**src/rtl/sample3_array_serializer.sv**
```systemverilog
// Serializes a captured array of 4-bit elements, enabled per element by a mask,
// onto a valid/ready stream in ascending index order, counting completed frames.
module sample3_array_serializer #(
  parameter bit [3:0]    param1 = 4'd5,
  parameter int unsigned param2 = 32
) (
  input  logic              clk,
  input  logic              rstn,
  input  logic              load_i,
  input  logic [3:0]        arr_i  [0:param1],
  input  logic              mask_i [0:param1],
  input  logic              ready_i,
  output logic [3:0]        data_o,
  output logic [3:0]        idx_o,
  output logic              valid_o,
  output logic              last_o,
  output logic              busy_o,
  output logic [param2-1:0] frames_o
);

  localparam int unsigned DEPTH = 32'(param1) + 32'd1;
  localparam int unsigned FW    = param2;

  typedef enum logic {IDLE, SEND} state_e;

  state_e           state_q, state_d;
  logic [3:0]       shadow_arr_q [DEPTH];
  logic [3:0]       shadow_arr_d [DEPTH];
  logic [DEPTH-1:0] shadow_mask_q, shadow_mask_d;
  logic [3:0]       data_q, data_d;
  logic [3:0]       idx_q, idx_d;
  logic             valid_q, valid_d;
  logic             last_q, last_d;
  logic             busy_q, busy_d;
  logic [FW-1:0]    frames_q, frames_d;

  logic             load_ok;
  logic             xfer;
  logic [4:0]       start;
  logic             hit;
  logic             more;
  logic [3:0]       nxt_idx;
  logic [3:0]       nxt_data;

  // Select capture source and find the first enabled element at or above start;
  // 'more' reports whether any further enabled element exists beyond that one.
  always_comb begin
    load_ok       = (state_q == IDLE) && load_i;
    xfer          = valid_q && ready_i;
    start         = load_ok ? 5'd0 : ({1'b0, idx_q} + 5'd1);
    hit           = 1'b0;
    more          = 1'b0;
    nxt_idx       = 4'd0;
    nxt_data      = 4'd0;
    shadow_mask_d = shadow_mask_q;
    for (int i = 0; i < int'(DEPTH); i++) begin
      shadow_arr_d[i]  = load_ok ? arr_i[i]  : shadow_arr_q[i];
      shadow_mask_d[i] = load_ok ? mask_i[i] : shadow_mask_q[i];
    end
    for (int i = 0; i < int'(DEPTH); i++) begin
      if (shadow_mask_d[i] && (i >= int'(start))) begin
        if (!hit) begin
          hit      = 1'b1;
          nxt_idx  = 4'(i);
          nxt_data = shadow_arr_d[i];
        end else begin
          more = 1'b1;
        end
      end
    end
  end

  always_ff @(posedge clk) begin
    if (rstn) begin
      state_q <= IDLE;
    end else begin
      state_q <= state_d;
    end
  end

  always_comb begin
    state_d = state_q;
    case (state_q)
      IDLE:    if (load_ok && hit) state_d = SEND;
      SEND:    if (xfer && last_q) state_d = IDLE;
      default: state_d = IDLE;
    endcase
  end

  always_comb begin
    data_d   = data_q;
    idx_d    = idx_q;
    valid_d  = valid_q;
    last_d   = last_q;
    busy_d   = busy_q;
    frames_d = frames_q;
    case (state_q)
      IDLE: begin
        valid_d = 1'b0;
        last_d  = 1'b0;
        busy_d  = 1'b0;
        if (load_ok) begin
          if (hit) begin
            valid_d = 1'b1;
            busy_d  = 1'b1;
            data_d  = nxt_data;
            idx_d   = nxt_idx;
            last_d  = !more;
          end else begin
            frames_d = frames_q + FW'(1);
          end
        end
      end
      SEND: begin
        if (xfer) begin
          if (last_q) begin
            valid_d  = 1'b0;
            last_d   = 1'b0;
            busy_d   = 1'b0;
            frames_d = frames_q + FW'(1);
          end else begin
            data_d = nxt_data;
            idx_d  = nxt_idx;
            last_d = !more;
          end
        end
      end
      default: begin
        valid_d = 1'b0;
        busy_d  = 1'b0;
      end
    endcase
  end

  always_ff @(posedge clk) begin
    if (rstn) begin
      for (int i = 0; i < int'(DEPTH); i++) shadow_arr_q[i] <= 4'd0;
      shadow_mask_q <= '0;
      data_q        <= 4'd0;
      idx_q         <= 4'd0;
      valid_q       <= 1'b0;
      last_q        <= 1'b0;
      busy_q        <= 1'b0;
      frames_q      <= '0;
    end else begin
      for (int i = 0; i < int'(DEPTH); i++) shadow_arr_q[i] <= shadow_arr_d[i];
      shadow_mask_q <= shadow_mask_d;
      data_q        <= data_d;
      idx_q         <= idx_d;
      valid_q       <= valid_d;
      last_q        <= last_d;
      busy_q        <= busy_d;
      frames_q      <= frames_d;
    end
  end

  assign data_o   = data_q;
  assign idx_o    = idx_q;
  assign valid_o  = valid_q;
  assign last_o   = last_q;
  assign busy_o   = busy_q;
  assign frames_o = frames_q;

endmodule

```
**config.mk**
```make
export PLATFORM = sky130hd
export DESIGN_NAME = sample3_array_serializer
export DESIGN_NICKNAME = d
export VERILOG_FILES = /design/src/rtl/sample3_array_serializer.sv
export SDC_FILE = /design/constraint.sdc
export NUM_CORES = 1
export LEC_CHECK = 0
export CORE_UTILIZATION = 45
export CTS_CLUSTER_DIAMETER = 120
export DETAILED_ROUTE_END_ITERATION = 7
export GPL_TIMING_DRIVEN = 0
export PLACE_DENSITY = 0.74
export REMOVE_ABC_BUFFERS = 1
export SLEW_MARGIN = 20
export SYNTH_ARGS = -nofsm -noshare
export SYNTH_HDL_FRONTEND = slang
export SYNTH_SLANG_ARGS = --single-unit
```
**constraint.sdc**
```tcl
create_clock -name clk -period 2.18 [get_ports clk]
set_clock_uncertainty 0.2 [all_clocks]
set_input_delay 0.436 -clock clk [delete_from_list [all_inputs] [get_ports clk]]
set_output_delay 0.436 -clock clk [all_outputs]
set_load 0.05 [all_outputs]
```
==> summary.txt <==
Timing
  – Fin. Hold Viols: 0
  – Peak Freq: 0.389 GHz
  – Final WS setup: -0.393 ns
  – Final Critical Period: 2.57 ns
  – Slew Limit Fails: 0
  – Actual slew at the worst max-slew pin: between 0.8 and 0.9 ns
  – Final number of setup-violating endpoints: 42
  – Sum of negative setup slack: -12.94 ns
  – Final period utilization: 118%
  – Setup repair after global routing missed its margin: true
  – Slew HR: approximately 44%

CTS
  – CTS clock-pin slew for the worst setup and hold paths: 0.07 ns
  – TritonCTS buffer count: 9
  – H-tree depth: 3
  – Worst-Skew Late Latency: 0.35 ns
  – CTS tree: built
  – Clk root buf: clkbuf_8
  – Clk buf depth: 2
  – Clk sinks: 72

Synthesis
  – Largest area contributor in the netlist: dfxtp_1
  – Netlist cell types: 56
  – Most common cell in the netlist: dfxtp_1
  – Yosys warning total: 0
  – Synth top cells by count: 72 x dfxtp_1, 51 x a21oi_1, 49 x nand2_1, 42 x nor2_1, 25 x mux2i_1
  – Synth Flop Type: dfxtp_1
  – Main area contributors after synthesis: dfxtp_1 38%, a21oi_1 6.8%, mux2i_1 6.7%
  – Syn_area_per_cell: 8.17 µm²
  – Number of flops mapped to enable cells by yosys: 0
  – Synth Instances: 460
  – Mapped Area: 0.00376 mm²
  – Yosys reg bits: 72
  – Async set-reset flop share out of synthesis: 0%
  – Post-synth top area share: 38.3%
  – Sequential-to-total area share from yosys stat: between 30% and 40%

Place
  – Placement Cell Area: 0.00449 mm²
  – Final GP Congestion: 0.828
  – DP HPWL: 6.43 mm
  – IO Port Bufs: 75

Flow run
  – Max-Cap Viols: 0

Drt
  – Final WL: 12.3 mm
  – DRC: 0
  – Starting DRT DRC Count: 311
  – Routed vias/inst: 6.24
  – WL/cell: 18.7 µm
  – Remaining antenna violation count after routing: 0
  – Detailed-route via count: 4117
  – Pre-Repair DR Iteration Count: 5

Floorplanning
  – Die ar.: 0.00872 mm²
  – Io pins: 77
  – Initial core utilization: between 40% and 50%
  – Core ar.: about 0.008 mm²
  – Die width: 93.4 µm
  – Die height: about 93 µm
  – Core Rows: 32

Global route
  – Total GRT Usage: between 20% and 30%
  – Pin count of the biggest net entering global routing: 75
  – Initial antenna violation count: 0
  – Grt total ovfl: 0
  – Vias in the first global route: 3524
  – First-pass GRT wire length: approximately 18 mm

Power
  – Final Power: 3.41 mW
  – LEAKAGE: 2.18 nW
  – Worst vdd rail ir drop: 0.435 mV
  – Power per Cell Area: 643 mW/mm²

Setup path
  – Crit Reg-Reg Startpoint: idx_o[1]$_SDFFE_PP0P_
  – Crit path max fanout: 8
  – CP peak stage delay: 0.50 ns
  – Worst Path Arrival: roughly 2.6 ns
  – FF-to-FF End: frames_o[30]$_SDFFE_PP0P_
  – CP startpoint kind: flop
  – Crit Path Class: flop to flop
  – Crit-path cells: ha_4, inv_4, a2111o_1, o21ai_2, a21o_4, a21oi_4, buf_6, or4_1, a21oi_1
  – Reg2Reg Depth: 9
  – CP max-delay cell: or4_1
  – Req. time, crit path: 2.25 ns
  – Buf/Inv on CP: 2
  – CP endpoint kind: flop
  – Crit path max-delay family: compound AO/OA/AOI/OAI gates
  – Register-to-register setup slack: -0.39 ns

Worst hold path
  – Worst Hold Launch: shadow_arr_q[4][3]$_SDFF_PP0_
  – HP Class: flop to flop
  – Hold endpoint: shadow_arr_q[4][3]$_SDFF_PP0_
  – Hold depth: 2

Finish
  – Fin area: 0.00530 mm²
  – Nets: 589
  – Layout fillers: approximately 620
  – Synth-to-Final Area Change: 41.1%
  – Share of post-route cells with drive strength above 1: 20.6%
  – Ant diodes: 0

Status
  – Status: finished, violations left
  – Failing checks: setup timing
==> routing by layer <==
layer | GRT usage, % | vias up | wire (µm)
met5 | 0 | - | 0
met4 | 9.49 | 0 | 330
met3 | 4.23 | 37 | 1060
met2 | 39.7 | 239 | 5810
met1 | 36.0 | 1947 | 5140
li1 | - | 1894 | -
==> repair_timing <==
item                       4_1_cts  5_1_grt
setup buffers                   18       11
pin swaps                        9       53
setup endpoints to repair       76       49
hold buffers                     0        0
gates resized for setup         72       60
gates cloned                     7        3
==> worst reg2reg max path, stage by stage, from the launching register on <==
cell,delay (ns)
dfxtp_4,0.36
ha_4,0.29
inv_4,0.04
a2111o_1,0.38
o21ai_2,0.09
a21o_4,0.17
a21oi_4,0.13
buf_6,0.18
or4_1,0.51
a21oi_1,0.15
==> sequential cells by signal, indices dropped and copies added, names as in the netlist <==
| name | flops |
|---|---|
| busy_o | 1 |
| data_o | 4 |
| frames_o | 32 |
| idx_o | 3 |
| last_o | 1 |
| shadow_arr_q | 24 |
| shadow_mask_q | 6 |
| state_q | 1 |
==> cell type report <==
type | instances | area, µm² | area share, %
flip-flops and latches | 72 | 1460 | 27.5
inverters | 7 | 28.8 | 0.543
clock inverters | 2 | 12.5 | 0.236
repair buffers | 109 | 1100 | 20.8
well taps | 102 | 128 | 2.41
multi-input cells | 354 | 2400 | 45.3
clock buffers | 14 | 173 | 3.26
==> cell families (layout without fill, tap and decap cells) <==
logic type,count (synthesis),after routing,share of synthesized area (%)
other,1,1,0.0998
multiplexers,28,28,7.66
XOR/XNOR,2,2,0.466
adder cells (fa/ha/maj),3,3,0.932
AND/OR/NAND/NOR,190,193,26.2
AO/OA/AOI/OAI,125,127,21.0
buffers and inverters,39,132,5.33
flip-flops,72,72,38.3
==> metrics by stage <==
stage | instances | utilization, % | hold slack (ns) | setup slack (ns)
floorplan | 428 | - | 0.226 | -0.879
global placement | 605 | 56.6 | 0.238 | -2.11
detailed placement | 606 | 56.9 | 0.249 | -2.14
CTS | 647 | 63.5 | 0.258 | -0.310
global route | 660 | 67.2 | 0.290 | -0.458
finish | 660 | 67.2 | 0.255 | -0.393
==> worst max path at each step <==
| stage | start | depth (start not counted) | endpoint | slack, ns |
|---|---|---|---|---|
| 4_1_cts | idx_o[0]$_SDFFE_PP0P_ | 9 | frames_o[31]$_SDFFE_PP0P_ | -0.31 |
| 6_report | idx_o[1]$_SDFFE_PP0P_ | 9 | frames_o[30]$_SDFFE_PP0P_ | -0.39 |
| 2_1_floorplan | idx_o[0]$_SDFFE_PP0P_ | 8 | frames_o[1]$_SDFFE_PP0P_ | -0.88 |
| 5_1_grt | idx_o[1]$_SDFFE_PP0P_ | 9 | frames_o[30]$_SDFFE_PP0P_ | -0.46 |
| 3_5_place_dp | load_i | 9 | frames_o[31]$_SDFFE_PP0P_ | -2.14 |
| 3_3_place_gp | load_i | 8 | frames_o[26]$_SDFFE_PP0P_ | -2.11 |
==> report_power, final <==
group | switching [mW] | internal (mW)
Clock | 0.500 | 0.506
Combinational | 0.549 | 0.431
Sequential | 0.0425 | 1.38
==> cell usage in the layout (no fill, tap or decap), types with 3 or more instances in the layout <==
cell              n
nand4_1          10
dlymetal6s2s_1    6
o21ai_0          14
clkbuf_16         3
buf_6             7
dfxtp_1          66
dfxtp_4           3
and3_1            7
o211ai_1          5
a311oi_1          4
and2_1            5
nor3_1            4
nor2_1           40
o31ai_1          21
a21oi_1          42
inv_1             6
buf_4            22
dfxtp_2           3
or3_1            10
clkbuf_8         12
or4_4            10
a21oi_4           4
nor4_1            4
mux2i_1          24
and4_1            3
a21oi_2           9
or4_1            10
nand2_1          49
nand3_1          18
o21ai_2           3
clkdlybuf4s50_1  33
o21ai_1           3
dlygate4sd2_1    33
Power figures use the tool's default switching activity.
==> RTL change 1, RTL diff (config.mk and constraints unchanged) <==
The parameter `param2` goes from 32 to 64.
--- a/src/rtl/sample3_array_serializer.sv
+++ b/src/rtl/sample3_array_serializer.sv
@@ -4,3 +4,3 @@
   parameter bit [3:0]    param1 = 4'd5,
-  parameter int unsigned param2 = 32
+  parameter int unsigned param2 = 64
 ) (
Interface: changed (resized frames_o); port bits go from 77 to 109. The function was not compared with the original's and may differ.
==> RTL change 1 against the original RTL <==
  * The flow finishes with violations (DRC, setup timing)
  * Sequential cell count rose by 32
  * Synthesized area rose by 44%
  * Design area rose by 61%
  * Critical path depth rose by 2
  * First-iteration DRC count rose to 2.6 times the old value
  * Sequential power rose by 42%
  * Power rose by 55%
  * Final cell count rose by 49%
  * Worst setup slack got worse by 0.13 ns
  * Wire length rose by 69%
  * Critical endpoint is now frames_o[45]
==> RTL change 1: results (changes against the original RTL) <==
Critical path
  – Crit path arrival time: 2.74 ns (was 2.64 ns)
  – Worst-path fanout max: 6 (was 8)
  – Worst setup path end: frames_o[45] (was frames_o[30])
  – Reg2Reg Depth: 11 (was 9)
  – Setup crit start: idx_o[0] (was idx_o[1])
  – R2R setup slack: -0.53 ns (was -0.39 ns)

Clocking
  – Clock Tree Root: clkbuf_16 (was clkbuf_8)

Outcome
  – Outcome: finished, violations left (unchanged)
  – Failing checks: DRC, setup timing (was setup timing)

Timing
  – Actual slew at the worst max-slew pin: 0.770 ns (was 0.834 ns)
  – Setup ws final: -0.527 ns (was -0.393 ns)
  – Hold Slack: 0.266 ns (was 0.255 ns)
  – Final setup violation count: 72 (was 42)
  – Fin Setup TNS: -25.25 ns (was -12.94 ns)

Route
  – Residual DRC: 8 (was 0)
  – First-pass iteration count of the detailed router: 8 (was 5)
  – Avg WL per Cell: 21.2 um (was 18.7 um)
  – Starting DRT DRC Count: 796 (was 311)
  – Via count: 6595 (was 4117)

Synth
  – Multiplexer area fraction after synthesis: 4.87% (was 7.66%)
  – Post-Synth XOR/XNOR Area: 0.323% (was 0.466%)
  – Seq/Total Area, Yosys: 38.4% (was 38.3%)
  – Adder-cell share of the synthesized area: 0.462% (was 0.932%)
  – Synth Area per Inst: 8.19 um2 (was 8.17 um2)
  – Synth cell types: 63 (was 56)
  – Compound-Gate Fraction of Synth Area: 21.9% (was 21.0%)
  – Synth top cells by count: 104 x dfxtp_1, 84 x a21oi_1, 55 x nand2_1 (was 72 x dfxtp_1, 51 x a21oi_1, 49 x nand2_1)
  – Synth area leaders: dfxtp_1 38%, a21oi_1 7.8%, o31ai_1 4.6% (was dfxtp_1 38%, a21oi_1 6.8%, mux2i_1 6.7%)

Placement
  – RePlAce Congestion: 0.808 (was 0.828)
  – Hpwl dp: 10.0 mm (was 6.43 mm)
  – Placed Cells: 871 (was 606)
  – DP Area: 0.00657 mm2 (was 0.00449 mm2)
  – Port Buf Inserts: 107 (was 75)
  – Pre-CTS WS: -2.48 ns (was -2.14 ns)

Min path
  – Worst min path class: reg -> reg (unchanged)
  – Hold EP: shadow_mask_q[0] (was shadow_arr_q[4][3])
  – Hold path startpoint: shadow_mask_q[0] (was shadow_arr_q[4][3])

Final layout
  – Non-Filler Instances: 984 (was 660)
  – Share of cells above drive strength 1: 30.7% (was 20.6%)
  – Max reg flops: 64 (was 32)

GRT
  – Vias in the first global route: 6064 (was 3524)
  – First-pass GRT wire length: 30.1 mm (was 17.6 mm)
  – GR Util All Layers: 29.8% (was 25.8%)
  – Largest net degree at the start of global routing: 57 (was 75)

Pwr
  – Lkg Pwr: 0.00346 uW (was 0.00218 uW)
  – Worst IR Drop VDD: 0.470 mV (was 0.435 mV)
## RTL change 1: cell types whose count changed after synthesis, sizes merged, moves of 9 or more
cell / unedited run / this run
clkbuf: 12 / 30
or4: 20 / 30
nand4: 10 / 19
nor3: 5 / 15
dfxtp: 72 / 104
or3: 10 / 30
nand3: 19 / 35
o21ai: 21 / 32
o31ai: 22 / 33
a21oi: 53 / 84
## RTL change 1: where the power goes
part	internal [uW]	switching, uW	leakage (uW)	total, uW
combinational	620	778	0.00243	1400
sequential	1960	58.0	0.000858	2020
clock	1130	750	0.000168	1880
total	3710	1590	0.00346	5300
## RTL change 1: layer usage
layer	global-route usage (%)	vias up	routed length, um
li1	-	2880	-
met4	18.3	0	933
met2	50.3	446	10300
met1	35.6	3183	7970
met3	4.57	86	1680
met5	0	-	0
## RTL change 1: layout make-up
type                    instances  area, um2
clock buffers                  13        280
well taps                     143        179
inverters                      11       41.3
flip-flops and latches        104       2130
clock inverters                 2       60.1
fillers                       754       3020
repair buffers                201       2030
multi-input cells             510       3830
## RTL change 1: repair_timing
| item | CTS | global route |
|---|---|---|
| hold buffers | 0 | 0 |
| pin swaps | 79 | 61 |
| gates cloned | 13 | 5 |
| gates resized for setup | 182 | 90 |
| setup endpoints to repair | 142 | 80 |
| setup buffers | 49 | 32 |
## RTL change 1: worst max-delay path, cell delays in order, from the launching register on
cell and delay, ns:
dfxtp_4 0.36, ha_4 0.19, xnor2_4 0.17, o21ai_4 0.21
o31a_1 0.25, o221ai_4 0.14, buf_12 0.16, buf_12 0.14
buf_12 0.13, clkbuf_16 0.15, o31ai_1 0.36, a21oi_2 0.11
==> RTL change 2, RTL diff (config.mk and constraints unchanged) <==
Without the edit above. Take the reset off `data_q` and load it in a clocked block of its own.
--- a/src/rtl/sample3_array_serializer.sv
+++ b/src/rtl/sample3_array_serializer.sv
@@ -138,3 +138,2 @@
       shadow_mask_q <= '0;
-      data_q        <= 4'd0;
       idx_q         <= 4'd0;
@@ -147,3 +146,2 @@
       shadow_mask_q <= shadow_mask_d;
-      data_q        <= data_d;
       idx_q         <= idx_d;
@@ -154,2 +152,6 @@
     end
+  end
+
+  always_ff @(posedge clk) begin
+    data_q <= data_d;
   end
Behaviour: not the same (Yosys sat finds a counterexample within 4 cycles, from zero or initial values and one cycle with rstn high).
==> RTL change 2 against the original RTL <==
  * The run still ends with setup timing left
  * Synthesized area down 8.3%
  * Synthesized cell count is 15% lower
  * Design area down 4.3%
  * Hold slack lost 0.066 ns
  * Maximum frequency up 11%
  * Worst setup slack better by 0.26 ns
  * First-iteration DRC count fell by 59%
  * Power decreased by 8.9%
  * Non-clock buffer count increased by 8
  * Sequential share of layout area rose by 2.2 points
  * Wire length is 24% lower
  * Sequential cell count did not move
  * Critical path type unchanged
  * Largest cell class unchanged
  * Largest power group unchanged
==> RTL change 2: results (changes against the original RTL) <==
Outcome
  – Outcome: finished, violations left (unchanged)
  – Failing checks: setup timing (unchanged)

Synth
  – Synth cell types: 52 (was 56)
  – Yosys top cell area share: 39.5% (was 38.3%)
  – Seq/Total Area, Yosys: 43.0% (was 38.3%)
  – Synth area leaders: dfxtp_1 40%, nor2_1 8.1%, mux2i_1 7.0% (was dfxtp_1 38%, a21oi_1 6.8%, mux2i_1 6.7%)

Placement
  – RePlAce Congestion: 0.779 (was 0.828)
  – DP Area: 0.00422 mm2 (was 0.00449 mm2)
  – Pre-CTS WS: -1.81 ns (was -2.14 ns)

Route
  – Starting DRT DRC Count: 126 (was 311)
  – Avg WL per Cell: 15.5 um (was 18.7 um)
  – Via density: 5.36 (was 6.24)
  – First-pass iteration count of the detailed router: 4 (was 5)

Timing
  – Max-slew headroom: 51.4% (was 44.4%)
  – Setup ws final: -0.134 ns (was -0.393 ns)
  – Final setup violation count: 16 (was 42)

GRT
  – First-pass GRT wire length: 13.9 mm (was 17.6 mm)
  – Largest net degree at the start of global routing: 70 (was 75)
  – GR Util All Layers: 22.9% (was 25.8%)
  – Vias in the first global route: 2991 (was 3524)

Min path
  – Hold EP: shadow_mask_q[0] (was shadow_arr_q[4][3])
  – Hold depth: 3 (was 2)
  – Hold path startpoint: mask_i[5] (was shadow_arr_q[4][3])
  – Worst min path class: in -> reg (was reg -> reg)

Final layout
  – Nets: 539 (was 589)
  – Share of cells above drive strength 1: 26.6% (was 20.6%)

Critical path
  – Worst-path fanout max: 5 (was 8)

Pwr
  – Worst IR Drop VDD: 0.358 mV (was 0.435 mV)
  – Lkg Pwr: 0.00228 uW (was 0.00218 uW)
==> RTL change 2: final cells by class <==
type	instances	area, um2
Fill cell	536	2260
Multi-Input combinational cell	297	2200
Clock buffer	10	138
Timing Repair Buffer	117	1040
Tap cell	99	124
Inverter	6	22.5
Clock inverter	6	42.5
Sequential cell	72	1510
==> RTL change 2: repair_timing <==
action                     CTS  global route
resized for setup           95            43
cloned                       2             0
setup endpoints to repair  105            47
pin swaps                   22            33
setup buffers               23            19
==> RTL change 2: worst max-delay path by stage <==
stage / end / slack [ns] / depth (start not counted)
global placement: frames_o[12] / -1.87 / 8
finish: idx_o[1] / -0.13 / 8
floorplan: frames_o[19] / -0.77 / 7
CTS: idx_o[1] / -0.09 / 8
detailed placement: frames_o[7] / -1.81 / 8
global route: idx_o[1] / -0.24 / 8
==> RTL change 2: layer usage <==
layer	wire (um)	track usage, %	share of wire [%]	vias up
li1	-	-	-	1579
met1	3970	26.5	42	1541
met2	4680	40.7	50	106
met3	517	3.69	5.5	25
met4	255	11.7	2.7	0
met5	0	0	0	-
==> RTL change 2: logic make-up after synthesis <==
| logic type | Yosys count | synth area share (%) |
|---|---|---|
| AND/OR/NAND/NOR | 181 | 26.3 |
| flip-flops | 72 | 43.0 |
| AO/OA/AOI/OAI | 55 | 11.1 |
| XOR/XNOR | 31 | 7.88 |
| buffers and inverters | 26 | 3.56 |
| multiplexers | 25 | 7.37 |
| adder cells (fa/ha/maj) | 2 | 0.726 |
| other | 1 | 0.109 |
==> RTL change 2: report_power, final <==
part	switching, uW	leakage [uW]	internal [uW]	total, uW
clock network	525	0.0000887	445	970
registers	35.8	0.000598	1390	1430
logic	398	0.00160	310	708
total	958	0.00228	2150	3100
==> RTL change 2: through the flow <==
step	instances	utilization [%]	setup TNS, ns
3_3_place_gp	547	57.6	-105.56
3_5_place_dp	547	57.5	-85.23
5_1_grt	607	69.2	-3.39
4_1_cts	588	65.3	-0.415
2_1_floorplan	373	-	-28.43
6_report	607	69.2	-0.732
==> RTL change 2: worst max-delay path: stages (launching register included) <==
cell and delay, ns:
dfxtp_4 0.37, ha_4 0.25, nor2b_4 0.13, o21ai_4 0.20
nand2_2 0.11, o21ai_4 0.20, o21ai_4 0.10, or4_1 0.51
a21oi_1 0.15
